### src/rtl/ro_trng_controller_pkg.sv
// Shared FSM encodings and counter-sizing helper for the ring-oscillator TRNG controller.
package ro_trng_controller_pkg;

   localparam logic [2:0] ST_IDLE    = 3'd0;
   localparam logic [2:0] ST_WARMUP  = 3'd1;
   localparam logic [2:0] ST_COLLECT = 3'd2;
   localparam logic [2:0] ST_HOLD    = 3'd3;
   localparam logic [2:0] ST_ERROR   = 3'd4;

   // Counter width able to hold 0..max_val; never narrower than one bit.
   function automatic int cnt_width(input int max_val);
      return (max_val < 1) ? 1 : $clog2(max_val + 1);
   endfunction

endpackage

### src/rtl/ro_vn_debias.sv
// Von Neumann debiaser: pairs consecutive raw samples, emits first bit of a 10/01 pair.
module ro_vn_debias
   import ro_trng_controller_pkg::*;
(
   input  logic ro_clk,
   input  logic ro_rst_n,
   input  logic raw,
   input  logic tick,
   input  logic clr,
   output logic bit_val,
   output logic bit_vld
);

   logic have_first;
   logic first;

   always_ff @(posedge ro_clk or negedge ro_rst_n) begin
      if (!ro_rst_n) begin
         have_first <= 1'b0;
         first      <= 1'b0;
      end else if (clr) begin
         have_first <= 1'b0;
      end else if (tick) begin
         have_first <= !have_first;
         if (!have_first) first <= raw;
      end
   end

   assign bit_val = first;
   assign bit_vld = tick && !clr && have_first && (first != raw);

endmodule

### src/rtl/ro_trng_controller.sv
// Ring-oscillator TRNG sequencer: warm-up, sampling, debiasing, repetition health check, word output.
//  state   | meaning
//  IDLE    | array off, waiting for enable
//  WARMUP  | array on, letting oscillators settle
//  COLLECT | sampling and packing debiased bits
//  HOLD    | full word presented, waiting for handshake
//  ERROR   | repetition check tripped, array off
module ro_trng_controller
   import ro_trng_controller_pkg::*;
#(
   parameter int NUM_RO        = 8,
   parameter int WARMUP_CYCLES = 16,
   parameter int SAMPLE_DIV    = 4,
   parameter int WORD_W        = 32,
   parameter int REP_LIMIT     = 8
) (
   input  logic              ro_clk,
   input  logic              ro_rst_n,
   input  logic              enable,
   input  logic [NUM_RO-1:0] ro_bits,
   output logic [NUM_RO-1:0] ro_en,
   output logic [WORD_W-1:0] rnd_data,
   output logic              rnd_valid,
   input  logic              rnd_ready,
   output logic              busy,
   output logic              health_err
);

   localparam int WARM_W = cnt_width(WARMUP_CYCLES);
   localparam int DIV_W  = cnt_width(SAMPLE_DIV);
   localparam int BIT_W  = cnt_width(WORD_W);
   localparam int REP_W  = cnt_width(REP_LIMIT);

   logic [NUM_RO-1:0] sync_a, sync_b;
   logic [2:0]        state, state_nxt;
   logic [WARM_W-1:0] warm_cnt;
   logic [DIV_W-1:0]  div_cnt;
   logic [BIT_W-1:0]  bit_cnt;
   logic [REP_W-1:0]  rep_cnt, rep_nxt;
   logic [WORD_W-1:0] word_sr;
   logic              prev_raw;
   logic              raw, tick, clr, rep_trip, word_done;
   logic              bit_val, bit_vld;

   assign raw       = ^sync_b;
   assign tick      = (state == ST_COLLECT) && enable && (div_cnt == '0);
   assign clr       = (state != ST_COLLECT);
   assign rep_nxt   = (rep_cnt != '0 && raw == prev_raw) ? rep_cnt + REP_W'(1) : REP_W'(1);
   assign rep_trip  = tick && (rep_nxt == REP_W'(REP_LIMIT));
   assign word_done = bit_vld && (bit_cnt == BIT_W'(WORD_W - 1));

   ro_vn_debias u_debias (
      .ro_clk   (ro_clk),
      .ro_rst_n (ro_rst_n),
      .raw      (raw),
      .tick     (tick),
      .clr      (clr),
      .bit_val  (bit_val),
      .bit_vld  (bit_vld)
   );

   always_comb begin
      state_nxt = state;
      case (state)
         ST_IDLE:    if (enable) state_nxt = ST_WARMUP;
         ST_WARMUP:  if (!enable) state_nxt = ST_IDLE;
                     else if (warm_cnt == '0) state_nxt = ST_COLLECT;
         ST_COLLECT: if (!enable) state_nxt = ST_IDLE;
                     else if (rep_trip) state_nxt = ST_ERROR;
                     else if (word_done) state_nxt = ST_HOLD;
         ST_HOLD:    if (rnd_ready) state_nxt = enable ? ST_COLLECT : ST_IDLE;
         ST_ERROR:   if (!enable) state_nxt = ST_IDLE;
         default:    state_nxt = ST_IDLE;
      endcase
   end

   always_ff @(posedge ro_clk or negedge ro_rst_n) begin
      if (!ro_rst_n) begin
         sync_a     <= '0;
         sync_b     <= '0;
         state      <= ST_IDLE;
         ro_en      <= '0;
         rnd_data   <= '0;
         rnd_valid  <= 1'b0;
         busy       <= 1'b0;
         health_err <= 1'b0;
         warm_cnt   <= '0;
         div_cnt    <= '0;
         bit_cnt    <= '0;
         rep_cnt    <= '0;
         word_sr    <= '0;
         prev_raw   <= 1'b0;
      end else begin
         sync_a    <= ro_bits;
         sync_b    <= sync_a;
         state     <= state_nxt;
         ro_en     <= {NUM_RO{(state_nxt == ST_WARMUP) || (state_nxt == ST_COLLECT) ||
                              (state_nxt == ST_HOLD)}};
         busy      <= (state_nxt != ST_IDLE);
         rnd_valid <= (state_nxt == ST_HOLD);

         if (state == ST_IDLE && enable) begin
            health_err <= 1'b0;
            rep_cnt    <= '0;
            warm_cnt   <= WARM_W'(WARMUP_CYCLES - 1);
         end else begin
            if (state_nxt == ST_ERROR) health_err <= 1'b1;
            if (state == ST_WARMUP && warm_cnt != '0) warm_cnt <= warm_cnt - WARM_W'(1);
            if (tick) rep_cnt <= rep_trip ? '0 : rep_nxt;
         end

         if (tick) prev_raw <= raw;

         if (tick) div_cnt <= DIV_W'(SAMPLE_DIV - 1);
         else if (state != ST_COLLECT) div_cnt <= '0;
         else if (div_cnt != '0) div_cnt <= div_cnt - DIV_W'(1);

         // LSB-first packing: after WORD_W shifts the first bit lands at index 0.
         if (state != ST_COLLECT) begin
            bit_cnt <= '0;
            word_sr <= '0;
         end else if (bit_vld) begin
            word_sr <= {bit_val, word_sr[WORD_W-1:1]};
            bit_cnt <= word_done ? '0 : bit_cnt + BIT_W'(1);
         end

         if (state == ST_COLLECT && state_nxt == ST_HOLD)
            rnd_data <= {bit_val, word_sr[WORD_W-1:1]};
      end
   end

endmodule

### config.mk
export PLATFORM = sky130hd
export DESIGN_NAME = ro_trng_controller
export DESIGN_NICKNAME = d
export VERILOG_FILES = /design/src/rtl/ro_trng_controller_pkg.sv /design/src/rtl/ro_vn_debias.sv /design/src/rtl/ro_trng_controller.sv
export SDC_FILE = /design/constraint.sdc
export NUM_CORES = 1
export LEC_CHECK = 0
export CAP_MARGIN = 15
export CELL_PAD_IN_SITES_DETAIL_PLACEMENT = 1
export CELL_PAD_IN_SITES_GLOBAL_PLACEMENT = 1
export CORE_AREA = 3 3 105 107
export CTS_BUF_LIST = sky130_fd_sc_hd__clkbuf_16
export DETAILED_ROUTE_END_ITERATION = 16
export DIE_AREA = 0 0 108 110
export PLACE_DENSITY = 0.78
export SYNTH_ARGS = -nofsm -noshare
export SYNTH_HDL_FRONTEND = slang
export SYNTH_HIERARCHICAL = 1
export SYNTH_SLANG_ARGS = --single-unit
### constraint.sdc
create_clock -name ro_clk -period 7.93 [get_ports ro_clk]
set_input_delay 0.793 -clock ro_clk [delete_from_list [all_inputs] [get_ports ro_clk]]
set_output_delay 0.793 -clock ro_clk [all_outputs]
set_load 0.005 [all_outputs]
After elaboration in Yosys (flattened, before gate mapping):

Index checks and enable logic that the tools add are counted.

* bits in registers: 108
* word-level logic and storage cells: 93

* add/sub/neg operators: 4
* eq/ne operators: 13
* muxes and demuxes: 28
* bitwise logic cells: 2
* reduce and logical (&&, ||, !) cells: 30

Operators by type and width (count)
* $mux 32: 2
* $mux 3: 11
* $mux 6: 3
* $mux 4: 4
* $pmux 3 s5: 1
* $eq 3x2->1 const B: 4
* $logic_and 1x1->1: 11
* $mux 5: 2
* $reduce_bool 2->1: 5
* $reduce_bool 3->1: 3
* $reduce_xor 8->1: 1
* $add 6x1->6 const B: 1
* $eq 3x1->1 const B: 2
* $eq 3x3->1 const B: 2
* $eq 6x5->1 const B: 1
* $logic_not 3->1: 2
* $logic_not 5->1: 1
* $reduce_bool 5->1: 1
* $sub 5x1->5 const B: 1
* $add 4x1->4 const B: 1
* $eq 4x4->1 const B: 1
* $mux 1: 4
* $reduce_bool 4->1: 1
* $ne 3x2->1 const B: 1
* 8 further kinds: 11

Logic depth before layout (Yosys ltp):

Gate-level depths: netlist of the first run.

* depth in word-level cells: 14
* mapped depth: 14

By module:

Netlist of the first run, hierarchy kept.

Modules (own cells, without submodules)
* ro_trng_controller: instances 1, cells each 347, area each 4509.3 µm², sequential area each 2627.5 µm²
* ro_vn_debias: instances 1, cells each 8, area each 110.1 µm², sequential area each 50.0 µm²

Worst setup path after synthesis of the first run:

Ideal clock, no wire load.

* path type: input to register
* start point: input port enable
* end point: register rnd_data[10]
* setup time: 0.125 ns
* arrival time: 3.185 ns
* path slack: 4.620 ns
* stages: 12
* buffers on the path: 2
* cell sequence: inv_1 > nor4b_1 > nand2_1 > inv_1 > and4b_2 > nand3_1 > nor3_1 > inv_1 > a311o_1 > buf_6 > buf_12 > mux2_4

* word-level cells in the longest chain between the ends: 12
* elaborated cells between the ends (all ways): 18
* classes of those cells: eq/ne: 1; mux: 9; reduce/logical: 8

RTL lines
* start, declared: line ro_trng_controller.sv:19 `input logic enable,`
* $logic_and 1x1->1 (2 in series): line ro_trng_controller.sv:46 `assign tick = (state == ST_COLLECT) && enable && (div_cnt == '0);`
* net tick: line ro_trng_controller.sv:42 `logic raw, tick, clr, rep_trip, word_done;`
* $logic_and 1x1->1 (3 in series): line ro_vn_debias.sv:30 `assign bit_vld = tick && !clr && have_first && (first != raw);`
* net bit_vld: line ro_trng_controller.sv:43 `logic bit_val, bit_vld;`
* $logic_and 1x1->1: line ro_trng_controller.sv:50 `assign word_done = bit_vld && (bit_cnt == BIT_W'(WORD_W - 1));`
* $mux 3: line ro_trng_controller.sv:70 `else if (word_done) state_nxt = ST_HOLD;`
* $mux 3: line ro_trng_controller.sv:69 `else if (rep_trip) state_nxt = ST_ERROR;`
* $mux 3: line ro_trng_controller.sv:68 `ST_COLLECT: if (!enable) state_nxt = ST_IDLE;`
* $pmux 3 s5: line ro_trng_controller.sv:64 `case (state)`
* $eq 3x2->1: line ro_trng_controller.sv:127 `if (state == ST_COLLECT && state_nxt == ST_HOLD)`
* $logic_and 1x1->1: line ro_trng_controller.sv:127
* end signal, assigned: line ro_trng_controller.sv:128 `rnd_data <= {bit_val, word_sr[WORD_W-1:1]};`
* end, declared: line ro_trng_controller.sv:22 `output logic [WORD_W-1:0] rnd_data,`

The timed path passes the listed nets, and every way through them passes these cells.
A chain may end at the register's enable or synchronous reset.

Final worst setup path of the first run:

* start point: input port enable
* end point: register rnd_data[12]

The elaborated chain is that of the path after synthesis.

==> results.md, run 1 <==
- Status: completed
- RR Endpoint: rnd_data[12]
- Chip Height: approximately 110 µm
- Crit Path Max Fanout: 39
- Num CTS Buffers: 9
- GP Congestion: 0.808
- Seq/Total Area, Yosys: 58.0%
- Final std cell area, no fill: 5470 µm²
- Clock Power Share: about two fifths
- Overflow after GRT: 0
- Post-synth cell types: 48
- Actual slew at the worst max-slew pin: 1.09 ns
- Initial cell density of the core: 45.2%
- Number of synthesized flops with an enable pin: 0
- Die ar.: 11900 µm²
- Synthesized instance count: 355
- Post-synth top area cell: dfrtp_1
- Core area: between 10000 and 15000 µm²
- Via Count: 2718
- Post-layout util: around 53%
- Setup CP Type: in -> reg
- Max_cap viols: 0
- Worst hold path type: reg -> reg
- ANT cells: 0
- Yosys top cell area share: 58.0%
- Clk buf depth: 2
- Worst Path Arrival: 5.37 ns
- Vias in the first global route: 2944
- Reg power frac: a little over half
- Overall routing resource usage: between 10% and 20%
- Mapped cell area: 4620 µm²
- Antenna violations before repair: 0
- Hold Startpoint: sync_a[2]
- Post-route minimum period: 5.14 ns
- Final setup fails: 0
- Worst rel slew slack: 27.0%
- R2r setup slk: ~3.3 ns
- Hold path endpoint: sync_b[2]
- Hold-critical path depth: 0
- Crit end category: flop
- First-pass GRT wire length: 14200 µm
- Cts repair resizes: 0
- Comb power frac: 8.4%
- Worst Setup Start Kind: input port
- R2r startpoint: state[0]
- CP bufs+invs: 4
- CP top delay family: simple AND/OR/NAND/NOR gates
- Final #Nets: between 400 and 500
- Req. time, crit path: 8.16 ns
- H-Tree Depth: 3
- Area contributors post-synth: dfrtp_1 (58%), mux2_4 (9.8%), mux2i_1 (6.9%)
- Pins Over Slew Limit: 0
- P&R area growth vs syn: 18.3%
- Fin crit share: between 60% and 70%
- CTS sink cnt: 107
- Placement Rows: 37
- Clock skew: about 0.011 ns
- Clk Latency, worst-skew pair: 0.34 ns
- DRT antenna net count: 0
- Routed WL per cell: 15.5 µm
- Synth warn: 6
- Int Pwr: 829 µW
- CTS Hold Bufs: 0
- Largest net degree at the start of global routing: 76
- Leakage: 0.00243 µW
- Initial DRC count: 101
- I/O pin total: 55
- # port buffers: 54
- Worst VDD drop: 0.107 mV
- Crit path depth: 11
- Ys async rst share: 100%
- Post-Syn Area per Cell: 13.0 µm²
- Switching Share: ~25%
- Drt drc: 0
- Dpl cell area: around 5200 µm²
- Slowest CP cell: and4b_2
- WHS: 0.350 ns
- Power Density: 201 nW/µm²
- Max Freq: 0.194 GHz
- Ratio of cells with drive above 1 in the final layout: between 10 and 15%
- CTS tree: built
- Most frequent cells in the layout: dfrtp_1 (107), clkdlybuf4s50_1 (53), nor2_1 (48), mux2i_1 (32), mux2_4 (30)
- Net Switching: 271 µW
- Final hold vios: 0
- RSZ-0062 raised after global routing: false
- First-pass DRT Iterations: 4
- Final HPWL DP: between 5000 and 6000 µm
- CP Cell Sequence: clkdlybuf4s50_1, inv_1, nor4b_1, nand2_1, inv_1, and4b_2, nand3_1, nor3_1, inv_1, a311o_2, mux2_4
- Main synth FF type: dfrtp_1
- Yosys reg bits: 107
- Most frequent CP cell: inv_1
- Crit-path max cell delay: 1.00 ns
- R2r worst-path depth: 7
- FILL cells: 1012
- Syn Nets: 373
- CTS clock-pin slew for the worst setup and hold paths: 0.07 ns
- Die W: 108 µm
- Root buf cell: clkbuf_16
- Final setup TNS: 0 ns
- Vias/cell: 5.03
- Post-CTS Repair Setup Buffers: 0
- Total wire length: 8390 µm
- Commonest non-fill, non-tap cell in the layout: dfrtp_1
==> stage by stage <==
stage	total power, µW	setup WS, ns	cells
after floorplan	642	4.62	355
after global placement	675	2.63	524
after detailed placement	682	2.44	524
after CTS	1120	2.75	540
after global routing	1150	2.36	540
final	1100	2.79	540
==> area by class of cell <==
| type | instances | area [µm²] | area share, % |
|---|---|---|---|
| clock buffers | 9 | 225 | 4.12 |
| clock inverters | 7 | 70.1 | 1.28 |
| inverters | 12 | 45.0 | 0.824 |
| multi-input cells | 214 | 1730 | 31.7 |
| flip-flops and latches | 107 | 2680 | 49.0 |
| well taps | 136 | 170 | 3.11 |
| repair buffers | 55 | 546 | 9.98 |
==> worst reg2reg max path, cell delays in order (launching register included) <==
cell and delay, ns:
dfrtp_1 0.48, or3b_2 0.86, and4b_2 1.17, nand3_1 0.20
nor3_1 0.51, inv_1 0.12, a311o_2 0.76, mux2_4 0.45
==> cell families after synthesis <==
family	Yosys count	share of synthesized area (%)
simple gates	98	10.2
mux	65	17.4
xor+xnor	17	4.01
compound gates	28	4.20
fa+ha+maj	6	1.63
buf+inv	34	4.55
flops	107	58.0
==> worst max-delay path by stage <==
| stage | end | slack (ns) | from |
|---|---|---|---|
| after floorplan | rnd_data[10] | 4.62 | enable |
| after global placement | rnd_data[15] | 2.63 | enable |
| after detailed placement | rnd_data[17] | 2.44 | enable |
| after CTS | rnd_data[29] | 2.75 | enable |
| after global routing | rnd_data[3] | 2.36 | enable |
| final | rnd_data[12] | 2.79 | enable |
==> flip-flops by register name, summed over array words and instances (netlist names), 3 cells and up <==
| name | cells |
|---|---|
| rnd_data | 32 |
| word_sr | 31 |
| sync_a | 8 |
| sync_b | 8 |
| bit_cnt | 6 |
| warm_cnt | 5 |
| rep_cnt | 4 |
| div_cnt | 3 |
| state | 3 |
==> cell usage after synthesis, drive strengths merged, types with 6 or more instances <==
cell,n
clkbuf,9
xor2,6
nand2,14
ha,6
nor2,48
buf,13
dfrtp,107
mux2i,32
xnor2,9
inv,12
a21oi,8
nand3,6
mux2,33
==> metal layers <==
| layer | vias up | GRT usage, % | routed length, µm |
|---|---|---|---|
| li1 | 1294 | - | - |
| met1 | 1370 | 19.4 | 3830 |
| met2 | 50 | 25.7 | 4200 |
| met3 | 4 | 3.09 | 289 |
| met4 | 0 | 5.41 | 70 |
| met5 | - | 0 | 0 |
==> power groups by stage <==
stage / Clock (µW) / Sequential [µW] / Combinational (µW)
floorplan: 0 / 583 / 59.2
global placement: 0 / 586 / 89.1
detailed placement: 0 / 587 / 94.4
CTS: 445 / 577 / 95.9
global route: 467 / 580 / 104
finish: 431 / 577 / 93.0
(Power assumes the default switching activity.)
==> inputs of run 2 (changes only) <==
--- a/config.mk
+++ b/config.mk
@@ -8,11 +8,11 @@
 export CAP_MARGIN = 15
 export CELL_PAD_IN_SITES_DETAIL_PLACEMENT = 1
 export CELL_PAD_IN_SITES_GLOBAL_PLACEMENT = 1
-export CORE_AREA = 3 3 105 107
+export CORE_AREA = 3 3 111 113
 export CTS_BUF_LIST = sky130_fd_sc_hd__clkbuf_16
 export DETAILED_ROUTE_END_ITERATION = 16
-export DIE_AREA = 0 0 108 110
-export PLACE_DENSITY = 0.78
+export DIE_AREA = 0 0 114 116
+export PLACE_DENSITY = 0.73
 export SYNTH_ARGS = -nofsm -noshare
 export SYNTH_HDL_FRONTEND = slang
 export SYNTH_HIERARCHICAL = 1
==> constraint.sdc (replaced) <==
create_clock -name ro_clk -period 4.2 [get_ports ro_clk]
set_input_delay 0.42 -clock ro_clk [delete_from_list [all_inputs] [get_ports ro_clk]]
set_output_delay 0.42 -clock ro_clk [all_outputs]
set_load 0.005 [all_outputs]
==> run 2 against run 1 <==
  * Utilization down 5.3 points
  * Routed wire length up 2.2%
  * Combinational power up 86%
  * Via count up 1.6%
  * Largest power group unchanged
  * Highest routed layer unchanged
==> results.md, run 2 (synthesis results as in run 1) <==
- Routed WL per cell: 15.5 µm (about the same)
- Ratio of cells with drive above 1 in the final layout: 14.9% (+0.56 points)
- Crit end category: flop
- Setup CP Type: in -> reg
- CTS clock-pin slew for the worst setup and hold paths: 0.07 ns (about the same)
- Post-layout util: 48.1% (-5.3 points)
- Post-route minimum period: ~3.4 ns
- Num CTS Buffers: 9 (unchanged)
- Slowest CP cell: clkdlybuf4s50_1
- Final #Nets: 422 (+1.2%)
- Clk buf depth: 2 (unchanged)
- Met2 Track Usage GR: 22.1% (-3.7 points)
- P&R area growth vs syn: 19.0%
- Initial DRC count: 112 (+11%)
- Post-CTS Repair Setup Buffers: 0 (unchanged)
- H-Tree Depth: 3 (unchanged)
- Commonest non-fill, non-tap cell in the layout: dfrtp_1
- Busiest layer in global routing: met2
- Die ar.: 13200 µm² (+11%)
- Max reg flops: 32 (unchanged)
- Largest regs: rnd_data: 32 flops, word_sr: 31 flops
- Overall routing resource usage: 14.4% (-0.70 points)
- Placement Rows: 39 (+5.4%)
- Dpl cell area: 5220 µm² (+0.90%)
- Chip Height: 116 µm (+5.5%)
- Power Density: 373 nW/µm² (+85%)
- Vias/cell: 5.00 (-0.63%)
- Max Freq: around 0.29 GHz
- Core area: 11400 µm² (+12%)
- First-pass GRT wire length: 15000 µm (+5.8%)
- Worst hold path type: in -> async
- ANT cells: 0 (unchanged)
- FF+latch area: 2680 µm² (unchanged)
- CP top delay family: buffers and inverters
- DRT antenna net count: 0 (unchanged)
- Total wire length: 8570 µm (+2.2%)
- Post-Place Cells: 536 (+2.3%)
- Worst rel slew slack: 36.7% (+9.6 points)
- Largest net degree at the start of global routing: 79 (+3.9%)
- Final hold vios: 0 (unchanged)
- Final HPWL DP: 5630 µm (-0.86%)
- Leakage: 0.00244 µW (+0.62%)
- Clk Latency, worst-skew pair: 0.34 ns (about the same)
- RSZ-0062 raised after global routing: false
- Worst Path Arrival: 3.64 ns (-1.73 ns)
- Most flops, register: rnd_data
- Crit-path max cell delay: 0.59 ns (-0.41 ns)
- Vias in the first global route: 2936 (-0.27%)
- Overflow after GRT: 0 (unchanged)
- Final setup TNS: 0 ns (unchanged)
- Final Non-Filler Cells: 552 (+2.2%)
- M1 GR Usage: 20.0% (+0.61 points)
- GP Congestion: 0.747 (-7.6%)
- I/O pin total: 55 (unchanged)
- Total power: 2050 µW (+86%)
- Die W: 114 µm (+5.6%)
- Multi-input logic area: 1730 µm² (unchanged)
- FILL cells: 1211 (+20%)
- Antenna violations before repair: 0 (unchanged)
- CP bufs+invs: 5 (+1)
- Root buf cell: clkbuf_16
- Req. time, crit path: 4.43 ns (-3.73 ns)
- Status: completed
- Via Count: 2761 (+1.6%)
- Final setup fails: 0 (unchanged)
- Actual slew at the worst max-slew pin: 0.950 ns (-0.144 ns)
- Most frequent cells in the layout: dfrtp_1 (107), clkdlybuf4s50_1 (53), nor2_1 (48), mux2i_1 (32), mux2_4 (30)
- CTS sink cnt: 107 (unchanged)
- Fin crit share: 81.1%
- Crit Path Max Fanout: 20 (-49%)
- First-pass DRT Iterations: 4 (unchanged)
- CTS Hold Bufs: 0 (unchanged)
- Worst VDD drop: 0.246 mV (+130%)
- Cts repair resizes: 0 (unchanged)
- Met3 GRT Util: 3.92% (+0.83 points)
- Most frequent CP cell: inv_1
- # port buffers: 54 (unchanged)
- CP Cell Sequence: clkdlybuf4s50_1, inv_1, nor4b_1, nand2_1, inv_1, and4b_2, nand3_1, nor3_1, inv_1, a311o_2, buf_4, mux2_4
- Initial cell density of the core: 40.5% (-4.7 points)
- Drt drc: 0 (unchanged)
- Worst Setup Start Kind: input port
- CTS tree: built
- Final std cell area, no fill: 5500 µm² (+0.53%)
- Max_cap viols: 0 (unchanged)
- Clock skew: 0.00618 ns (-0.00519 ns)
- Pins Over Slew Limit: 0 (unchanged)
[run 2: cell count changes in the layout (fill, tap and decap cells not counted)]
cell and change:
clkinv_8 -1, buf_4 +5, clkinv_1 +2, inv_6 -1
[run 2: final cells by class]
cell class	count	area share, %
sequential	107	48.7
multi-input combinational	214	31.5
timing repair buffer	60	10.6
clock buffer	9	4.10
tap	143	3.26
clock inverter	7	0.956
inverter	12	0.820
[run 2: final timing paths]
check                      startpoint     endpoint  slack [ns]  cells after the start
max reg2reg                div_cnt[0]  rnd_data[9]        1.00                     12
min in group ro_clk         sync_a[1]    sync_b[1]        0.35                      0
max in group asynchronous    ro_rst_n  rnd_data[3]        3.04                      2
max                            enable  rnd_data[9]        0.79                     12
min reg2reg                 sync_a[1]    sync_b[1]        0.35                      0
min                          ro_rst_n  word_sr[25]        0.22                      1
[run 2: metal layers]
layer | vias up | wire [µm]
li1 | 1305 | -
met1 | 1396 | 4000
met2 | 51 | 4090
met3 | 9 | 366
met4 | 0 | 117
met5 | - | 0
[run 2: worst register-to-register path: cells and delay by family, from the launching register on]
| kind | cells | cell delay (ns) |
|---|---|---|
| AND/OR/NAND/NOR | 4 | 0.84 |
| buffers and inverters | 4 | 0.63 |
| adder cells (fa/ha/maj) | 2 | 0.52 |
| AO/OA/AOI/OAI | 1 | 0.37 |
| flip-flops | 1 | 0.36 |
| multiplexers | 1 | 0.36 |
[run 2: where the power goes]
| group | switching, µW | internal, µW |
|---|---|---|
| clock | 383 | 407 |
| sequential | 26.9 | 1060 |
| combinational | 87.1 | 85.6 |
| total | 496 | 1550 |
[run 2: through the flow]
| stage | worst slack [ns] | hold slack (ns) |
|---|---|---|
| finish | 0.793 | 0.219 |
| floorplan | 1.01 | 0.124 |
| CTS | 0.782 | 0.258 |
| global route | 0.481 | 0.299 |
| global placement | 0.558 | 0.334 |
| detailed placement | 0.447 | 0.336 |
==> inputs of run 3 (changes only) <==
--- a/config.mk
+++ b/config.mk
@@ -8,11 +8,11 @@
 export CAP_MARGIN = 15
 export CELL_PAD_IN_SITES_DETAIL_PLACEMENT = 1
 export CELL_PAD_IN_SITES_GLOBAL_PLACEMENT = 1
-export CORE_AREA = 3 3 111 113
+export CORE_AREA = 3 3 106 108
 export CTS_BUF_LIST = sky130_fd_sc_hd__clkbuf_16
 export DETAILED_ROUTE_END_ITERATION = 16
-export DIE_AREA = 0 0 114 116
-export PLACE_DENSITY = 0.73
+export DIE_AREA = 0 0 109 111
+export PLACE_DENSITY = 0.76
 export SYNTH_ARGS = -nofsm -noshare
 export SYNTH_HDL_FRONTEND = slang
 export SYNTH_HIERARCHICAL = 1
==> constraint.sdc (replaced) <==
create_clock -name ro_clk -period 3.15 [get_ports ro_clk]
set_input_delay 0.315 -clock ro_clk [delete_from_list [all_inputs] [get_ports ro_clk]]
set_output_delay 0.315 -clock ro_clk [all_outputs]
set_load 0.005 [all_outputs]
==> run 3 against run 2 <==
  * Hold slack worse by 0.18 ns
  * Sequential power up 33%
  * Count of clock-buffer cells in the layout unchanged
  * Critical path depth unchanged
  * Register-to-register slack worse by 0.81 ns
  * Design area up 2.6%
  * Clock power up 48%
  * Largest power group unchanged
==> results.md, run 3 (synthesis results as in run 1) <==
- Status: completed
- Leakage: 0.00253 µW (+3.6%)
- Max Freq: 0.338 GHz
- Clock Power Share: 40.5% (+2.0 points)
- Final #Nets: 432 (+2.4%)
- Worst Path Arrival: 3.18 ns (-0.46 ns)
- Dpl cell area: 5290 µm² (+1.4%)
- Num CTS Buffers: 9 (unchanged)
- Via Count: 2855 (+3.4%)
- Comb power frac: 9.0% (+0.6 points)
- P&R area growth vs syn: 22.1%
- Total wire length: 9140 µm (+6.6%)
- Switching Share: 24.2% (-0.041 points)
- Vias/cell: 5.14 (+2.8%)
- Final std cell area, no fill: 5640 µm² (+2.6%)
- Initial cell density of the core: 44.7% (+4.3 points)
- Max reg flops: 32 (unchanged)
- Post-route minimum period: 2.96 ns
- Commonest non-fill, non-tap cell in the layout: dfrtp_1
- Placement Rows: 37 (-5.1%)
- # port buffers: 54 (unchanged)
- Clock skew: 0.0124 ns (+0.00627 ns)
- Worst hold path type: in -> async
- I/O pin total: 55 (unchanged)
- Antenna violations before repair: 0 (unchanged)
- H-Tree Depth: 3 (unchanged)
- Clk Latency, worst-skew pair: 0.35 ns (about the same)
- Initial DRC count: 56 (-50%)
- Most frequent cells in the layout: dfrtp_1 (107), clkdlybuf4s50_1 (53), nor2_1 (48), mux2i_1 (32), mux2_4 (30)
- Ratio of cells with drive above 1 in the final layout: 18.1% (+3.2 points)
- Vias in the first global route: 3122 (+6.3%)
- First-pass DRT Iterations: 4 (unchanged)
- Overflow after GRT: 0 (unchanged)
- R2r worst-path depth: 12 (unchanged)
- CTS tree: built
- R2r startpoint: sync_b[3]
- Int Pwr: 2180 µW (+40%)
- Worst rel slew slack: 47.0% (+10 points)
- Power Density: 510 nW/µm² (+37%)
- Req. time, crit path: 3.37 ns (-1.06 ns)
- R2r setup slk: 0.19 ns (-0.81 ns)
- CTS Hold Bufs: 0 (unchanged)
- Final hold vios: 0 (unchanged)
- Final setup fails: 0 (unchanged)
- Final setup TNS: 0 ns (unchanged)
- Worst Setup Start Kind: flop
- CTS sink cnt: 107 (unchanged)
- Final HPWL DP: 6020 µm (+6.9%)
- Largest regs: rnd_data: 32 flops, word_sr: 31 flops
- GP Congestion: 0.767 (+2.8%)
- ANT cells: 0 (unchanged)
- DRT antenna net count: 0 (unchanged)
- Overall routing resource usage: 16.3% (+1.9 points)
- Drt drc: 0 (unchanged)
- Root buf cell: clkbuf_16
- Clk buf depth: 2 (unchanged)
- Die ar.: 12100 µm² (-8.5%)
- WHS: 0.0372 ns (-0.181 ns)
- Fin crit share: 93.9%
- Die W: 109 µm (-4.4%)
- Core area: 10300 µm² (-9.6%)
- Crit end category: flop
- FILL cells: 1044 (-14%)
- Max_cap viols: 0 (unchanged)
- Actual slew at the worst max-slew pin: 0.795 ns (-0.155 ns)
- Net Switching: 695 µW (+40%)
- Pins Over Slew Limit: 0 (unchanged)
- RR Endpoint: rnd_data[26]
- Most flops, register: rnd_data
- Chip Height: 111 µm (-4.3%)
- Reg power frac: 50.5% (-2.6 points)
- CTS clock-pin slew for the worst setup and hold paths: 0.08 ns (about the same)
- First-pass GRT wire length: 15600 µm (+3.8%)
- Post-layout util: 54.6% (+6.5 points)
- Setup CP Type: reg -> reg
- Routed WL per cell: 16.5 µm (+6.0%)
- Largest net degree at the start of global routing: 64 (-19%)
- Worst VDD drop: 0.230 mV (-6.3%)
- Crit Path Max Fanout: 17 (-15%)
## run 3: worst max-delay path by stage
stage,startpoint,to,slack [ns]
after floorplan,state[0],rnd_data[10],0.07
after detailed placement,enable,rnd_data[25],-0.002
after CTS,sync_b[3],rnd_data[26],0.07
after global routing,sync_b[3],rnd_data[25],-0.01
after global placement,enable,rnd_data[19],0.15
final,sync_b[3],rnd_data[26],0.19
## run 3: what timing repair did
action / in CTS / in global routing
buffers inserted: 0 / 3
setup endpoints to repair: 0 / 32
resized for setup: 0 / 2
## run 3: cell type report
class                           instances  area [µm²]  share of cell area (%)
Timing Repair Buffer                   70         683                    12.1
Multi-Input combinational cell        214        1750                    31.1
Tap cell                              136         170                    3.02
Clock buffer                            9         225                    3.99
Clock inverter                          7        85.1                    1.51
Sequential cell                       107        2680                    47.5
Inverter                               12        45.0                   0.799
## run 3: through the flow
step	power (µW)	worst slack, ns	instances
floorplan	1620	0.0654	355
finish	2870	0.191	555
detailed placement	1720	-0.00232	536
global route	3020	-0.00990	555
global placement	1710	0.146	536
CTS	2900	0.0709	552
## run 3: metal layers
layer / share of wire, % / vias up / global-route usage, %
li1: - / 1320 / -
met2: 52 / 51 / 26.9
met5: 0 / - / 0
met1: 44 / 1470 / 21.0
met3: 3.1 / 14 / 3.61
met4: 1.6 / 0 / 5.64
## run 3: power by group through the flow
stage	clock, µW	combinational [µW]	sequential (µW)
finish	1170	258	1450
global placement	0	232	1480
floorplan	0	149	1470
detailed placement	0	247	1480
global route	1270	290	1460
CTS	1200	248	1450
## run 3: critical path, cell delays in order (launching register included)
cell and delay [ns]:
dfrtp_1 0.38, xnor2_1 0.24, xnor2_2 0.14, buf_4 0.16
xor2_2 0.20, xor2_1 0.15, and4b_2 0.25, nand3_1 0.11
nor3_2 0.21, inv_1 0.09, a311o_2 0.42, buf_12 0.18
mux2_4 0.31
